<file path="src/rtl/seven_seg_scanner.sv">
// Time-multiplexed common-anode 7-segment driver with per-digit blanking,
// decimal points, anti-ghosting blank slots and frame-synchronous updates.
module seven_seg_scanner #(
    parameter int unsigned NUM_DIGITS   = 4,
    parameter int unsigned DIV_CYCLES   = 50000,
    parameter int unsigned BLANK_CYCLES = 500
) (
    input  logic                    clk,
    input  logic                    rst_n,
    input  logic                    load,
    input  logic [4*NUM_DIGITS-1:0] digits_in,
    input  logic [NUM_DIGITS-1:0]   dp_in,
    input  logic [NUM_DIGITS-1:0]   digit_en,
    output logic [NUM_DIGITS-1:0]   anode,
    output logic [6:0]              seg,
    output logic                    dp,
    output logic                    frame_tick
);

    localparam int unsigned PW = (DIV_CYCLES > 1) ? $clog2(DIV_CYCLES) : 1;
    localparam int unsigned IW = (NUM_DIGITS > 1) ? $clog2(NUM_DIGITS) : 1;
    localparam int unsigned DW = 4 * NUM_DIGITS;

    logic [PW-1:0]         presc_q, presc_d;
    logic [IW-1:0]         idx_q, idx_d;
    logic [DW-1:0]         pend_dig_q, pend_dig_d;
    logic [NUM_DIGITS-1:0] pend_dp_q, pend_dp_d;
    logic [NUM_DIGITS-1:0] pend_en_q, pend_en_d;
    logic [DW-1:0]         act_dig_q, act_dig_d;
    logic [NUM_DIGITS-1:0] act_dp_q, act_dp_d;
    logic [NUM_DIGITS-1:0] act_en_q, act_en_d;
    logic [NUM_DIGITS-1:0] anode_q, anode_d;
    logic [6:0]            seg_q, seg_d;
    logic                  dp_q, dp_d;
    logic                  frame_tick_q, frame_tick_d;

    logic                  presc_wrap;
    logic                  frame_end;
    logic                  blank;
    logic                  show;
    logic [3:0]            nib;
    logic                  en_k;
    logic                  dp_k;
    logic [NUM_DIGITS-1:0] sel;

    // Active-low hex decode, bit order {g,f,e,d,c,b,a}.
    function automatic logic [6:0] hex7(input logic [3:0] n);
        logic [6:0] s;
        case (n)
            4'h0:    s = 7'b1000000;
            4'h1:    s = 7'b1111001;
            4'h2:    s = 7'b0100100;
            4'h3:    s = 7'b0110000;
            4'h4:    s = 7'b0011001;
            4'h5:    s = 7'b0010010;
            4'h6:    s = 7'b0000010;
            4'h7:    s = 7'b1111000;
            4'h8:    s = 7'b0000000;
            4'h9:    s = 7'b0010000;
            4'hA:    s = 7'b0001000;
            4'hB:    s = 7'b0000011;
            4'hC:    s = 7'b1000110;
            4'hD:    s = 7'b0100001;
            4'hE:    s = 7'b0000110;
            default: s = 7'b0001110;
        endcase
        return s;
    endfunction

    // Slot counters and double buffer; a load on the frame boundary goes straight to active.
    always_comb begin
        presc_wrap = (presc_q == PW'(DIV_CYCLES - 1));
        frame_end  = presc_wrap && (idx_q == IW'(NUM_DIGITS - 1));

        presc_d = presc_wrap ? '0 : presc_q + PW'(1);
        idx_d   = idx_q;
        if (presc_wrap) begin
            idx_d = (idx_q == IW'(NUM_DIGITS - 1)) ? '0 : idx_q + IW'(1);
        end

        pend_dig_d = pend_dig_q;
        pend_dp_d  = pend_dp_q;
        pend_en_d  = pend_en_q;
        if (load) begin
            pend_dig_d = digits_in;
            pend_dp_d  = dp_in;
            pend_en_d  = digit_en;
        end

        act_dig_d = act_dig_q;
        act_dp_d  = act_dp_q;
        act_en_d  = act_en_q;
        if (frame_end) begin
            act_dig_d = pend_dig_d;
            act_dp_d  = pend_dp_d;
            act_en_d  = pend_en_d;
        end
    end

    // Pin decode from the current slot; registered so pins lag the counters by one cycle.
    always_comb begin
        blank = (presc_q < PW'(BLANK_CYCLES));
        nib   = 4'h0;
        en_k  = 1'b0;
        dp_k  = 1'b0;
        sel   = '0;
        for (int j = 0; j < int'(NUM_DIGITS); j++) begin
            if (idx_q == IW'(int'(NUM_DIGITS) - 1 - j)) begin
                nib    = act_dig_q[4*j +: 4];
                en_k   = act_en_q[j];
                dp_k   = act_dp_q[j];
                sel[j] = 1'b1;
            end
        end
        show = en_k && !blank;

        anode_d      = show ? ~sel : '1;
        seg_d        = show ? hex7(nib) : 7'h7F;
        dp_d         = show ? ~dp_k : 1'b1;
        frame_tick_d = frame_end;
    end

    // State and output registers.
    always_ff @(posedge clk or negedge rst_n) begin
        if (!rst_n) begin
            presc_q      <= '0;
            idx_q        <= '0;
            pend_dig_q   <= '0;
            pend_dp_q    <= '0;
            pend_en_q    <= '0;
            act_dig_q    <= '0;
            act_dp_q     <= '0;
            act_en_q     <= '0;
            anode_q      <= '1;
            seg_q        <= 7'h7F;
            dp_q         <= 1'b1;
            frame_tick_q <= 1'b0;
        end else begin
            presc_q      <= presc_d;
            idx_q        <= idx_d;
            pend_dig_q   <= pend_dig_d;
            pend_dp_q    <= pend_dp_d;
            pend_en_q    <= pend_en_d;
            act_dig_q    <= act_dig_d;
            act_dp_q     <= act_dp_d;
            act_en_q     <= act_en_d;
            anode_q      <= anode_d;
            seg_q        <= seg_d;
            dp_q         <= dp_d;
            frame_tick_q <= frame_tick_d;
        end
    end

    assign anode      = anode_q;
    assign seg        = seg_q;
    assign dp         = dp_q;
    assign frame_tick = frame_tick_q;

endmodule
</file>
<file path="config.mk">
export PLATFORM = sky130hd
export DESIGN_NAME = seven_seg_scanner
export DESIGN_NICKNAME = d
export VERILOG_FILES = /design/src/rtl/seven_seg_scanner.sv
export SDC_FILE = /design/constraint.sdc
export NUM_CORES = 1
export LEC_CHECK = 0
export BUFFER_PORTS_ARGS = -buffer_cell sky130_fd_sc_hd__buf_2
export CAP_MARGIN = 15
export CORE_MARGIN = 5
export CORE_UTILIZATION = 45
export CTS_BUF_LIST = sky130_fd_sc_hd__clkbuf_16
export CTS_CLUSTER_SIZE = 14
export DETAILED_ROUTE_END_ITERATION = 10
export SLEW_MARGIN = 25
export SYNTH_ARGS = -nofsm -noshare
export SYNTH_HDL_FRONTEND = slang
export SYNTH_SLANG_ARGS = --single-unit
</file>
<file path="constraint.sdc">
create_clock -name clk -period 3 [get_ports clk]
set_input_delay 0 -clock clk [delete_from_list [all_inputs] [get_ports clk]]
set_output_delay 0 -clock clk [all_outputs]
set_load 0.02 [all_outputs]
</file>
==> flow_metrics.env <==
export IMPL_instances_no_fill=455
export IMPL_cp_slowest_cell="dfrtp_1"
export IMPL_tightest_slew_ns=0.692
export IMPL_p_total_w=0.00242
export IMPL_synthAdderAreaFrac=0.0381
export IMPL_relSlewSlack=0.538
export IMPL_top_layer_used="met4"
export IMPL_finalCritPeriodShare=0.851
export IMPL_wire_per_inst_um=14.4
export IMPL_globalplace_congestion=0.834
export IMPL_synth_edff_count=0
export IMPL_clk_latency_ns=0.33
export IMPL_worst_hold_path_type="in -> async"
export IMPL_drive_gt1_frac=0.340
export IMPL_tritoncts="built"
export IMPL_path_class="reg -> reg"
export IMPL_met1_length_mm=3.12
export IMPL_cap_violations=0
export IMPL_synthFlopType="dfrtp_1"
export IMPL_status="finished, final reports clean"
export IMPL_setup_viol=0
export IMPL_async_reset_ff_frac=1.00
export IMPL_drc=0
export IMPL_io_buffers=39
export IMPL_synth_xor_area_frac=0.0315
export IMPL_startpoint_type="flop"
export IMPL_coreArea_um2=7770
export IMPL_synth_seq_cells=79
export IMPL_crit_path_max_fanout=11
export IMPL_cts_made_buffers=9
export IMPL_final_max_slew_viol_count=0
export IMPL_grt_pass1_wl_mm=11.1
export IMPL_grt_pass1_vias=2316
export IMPL_die_w_um=99.6
export IMPL_synth_cell_types=43
export IMPL_clock_fmax_ghz=0.392
export IMPL_yosys_warnings=0
export IMPL_initial_utilization=0.465
export IMPL_drt_total_wl_mm=6.56
export IMPL_nets=386
export IMPL_min_period_ns=2.55
export IMPL_critical_path_required_ns=3.23
export IMPL_p_leak_nw=2.05
export IMPL_cts_sinks=79
export IMPL_preCtsSetupSlack_ns=0.492
export IMPL_hold_violations=0
export IMPL_die_area_um2=9920
export IMPL_post_cts_resized=0
export IMPL_htree_num_levels=3
export IMPL_drtIter0Drc=75
export IMPL_area_delta_synth_final_pct=23.6
export IMPL_die_height_um=99.6
export IMPL_skew_ns=0.00583
export IMPL_ir_drop_uv=274
export IMPL_met2WireLength_mm=3.16
export IMPL_crit_buf_inv=2
export IMPL_synth_nets=319
export IMPL_cp_slowest_stage_delay_ns=0.40
export IMPL_synth_area_mux_share=0.176
export IMPL_setup_slack_ns=0.446
export IMPL_clockBufferDepth=2
export IMPL_viasPerCell=5.01
export IMPL_crit_chain="inv_1 > ha_1 > nor2b_1 > a22o_1 > o221ai_1 > inv_1 > ha_1 > nor2b_1 > a21oi_1 > o221ai_1"
export IMPL_fp_row_count=32
export IMPL_grt_overflow=0
export IMPL_cts_clk_slew_worst_paths_ns=0.06
export IMPL_crit_family="compound AO/OA/AOI/OAI gates"
export IMPL_antenna_cells=0
export IMPL_fin_util=0.575
export IMPL_ant_nets=0
export IMPL_io_pins=40
export IMPL_synth_compound_area_frac=0.0586
export IMPL_antenna_found_initial=0
export IMPL_dp_hpwl_mm=4.42
export IMPL_synth_top_family_by_area="multiplexers"
export IMPL_setup_tns_ns=0
export IMPL_rsz0062_at_grt="no"
export IMPL_post_synth_instance_area_um2=3610
export IMPL_power_density_nw_per_um2=542
export IMPL_worstPathArrival_ns=2.78
export IMPL_synth_simple_area_share=0.117
export IMPL_cp_end_kind="flop"
export IMPL_first_pass_iters=4
export IMPL_dp_cells=414
export IMPL_grt_start_max_net_pins=80
export IMPL_cts_root_buf="clkbuf_16"
export IMPL_avgSynthCellArea_um2=12.9
export IMPL_route_met3_wl_um=204
export IMPL_syn_inst=281
export IMPL_ys_seq_area_frac=0.552
export IMPL_vias=2278
export IMPL_grt_use_total=0.142
-- metal layers --
layer  track usage  vias to the layer above
li1              -                     1122
met1         0.191                     1112
met2         0.228                       36
met3        0.0266                        8
met4        0.0536                        0
met5             0                        -
-- power by group --
group          switching [W]  total, W  internal, W
clock               0.000396   0.00111     0.000717
combinational      0.0000744  0.000170    0.0000954
sequential         0.0000192   0.00113      0.00112
total               0.000490   0.00242      0.00193
-- synth_stat cells (7+ instances only) --
library cell   n  area share
clkbuf_1       8      0.0083
ha_1          11       0.038
nand2_1       14       0.015
nor2_1        19       0.020
inv_1         11       0.011
nand3_1        8       0.011
dfrtp_1       67        0.46
xnor2_1        7       0.017
dfstp_2       12       0.087
mux2_2        28       0.087
mux2_4        20       0.083
-- area by class of cell --
cell class / count / area (um2)
well taps: 102 / 128
multi-input cells: 180 / 1520
inverters: 11 / 41.3
repair buffers: 67 / 474
clock buffers: 9 / 225
clock inverters: 7 / 83.8
fillers: 667 / 3300
flip-flops and latches: 79 / 1990
-- worst paths after layout --
check,to,depth (start not counted),start,slack [ns]
max,seg[6],10,idx_q[0],0.45
min,pend_dp_q[1],2,rst_n,0.26
max reg2reg,seg[6],10,idx_q[0],0.45
min reg2reg,anode[3],1,act_en_q[3],0.46
max in group asynchronous,act_dig_q[12],2,rst_n,2.25
min in group clk,pend_dig_q[4],2,load,0.32
-- cells by family after synthesis --
logic type	after synthesis
buf+inv	22
simple gates	77
flops	79
mux	50
fa+ha+maj	11
xor+xnor	13
compound gates	29
-- layout by cell type, fill, tap and decap left out, drive strengths merged, types with 2 or more instances in the layout --
cell / count
inv: 14
nand2: 15
nand2b: 5
o221ai: 5
nor4: 3
a21oi: 4
dlygate4sd3: 25
a211oi: 4
nand3b: 5
o31ai: 2
xnor2: 7
nor2b: 6
mux2: 48
bufinv: 2
nand4: 4
xor2: 6
mux2i: 2
dfrtp: 67
ha: 11
nand3: 8
clkbuf: 9
nor3: 3
nor3b: 2
dfstp: 12
and3: 2
or2: 2
o21ai: 5
nor2: 19
buf: 42
-- through the flow --
| stage | hold slack, ns | cell area [um2] |
|---|---|---|
| after floorplan | -0.296 | 3610 |
| after global placement | 0.219 | 3900 |
| after detailed placement | 0.223 | 3900 |
| after CTS | 0.322 | 4460 |
| after global routing | 0.337 | 4460 |
| final | 0.265 | 4460 |
-- flip-flops by register name (all words and copies together), names as in the netlist --
signal and count:
act_dp_q 4, dp 1, seg 7, pend_dp_q 4, pend_en_q 4, pend_dig_q 16, act_dig_q 16, frame_tick 1
idx_q 2, presc_q 16, act_en_q 4, anode 4
-- repair_timing --
item,in CTS,in global routing
setup buffers,0,0
hold endpoints to repair,91,0
hold buffers,25,0
Note: power is estimated with default switching activity, not from simulation.
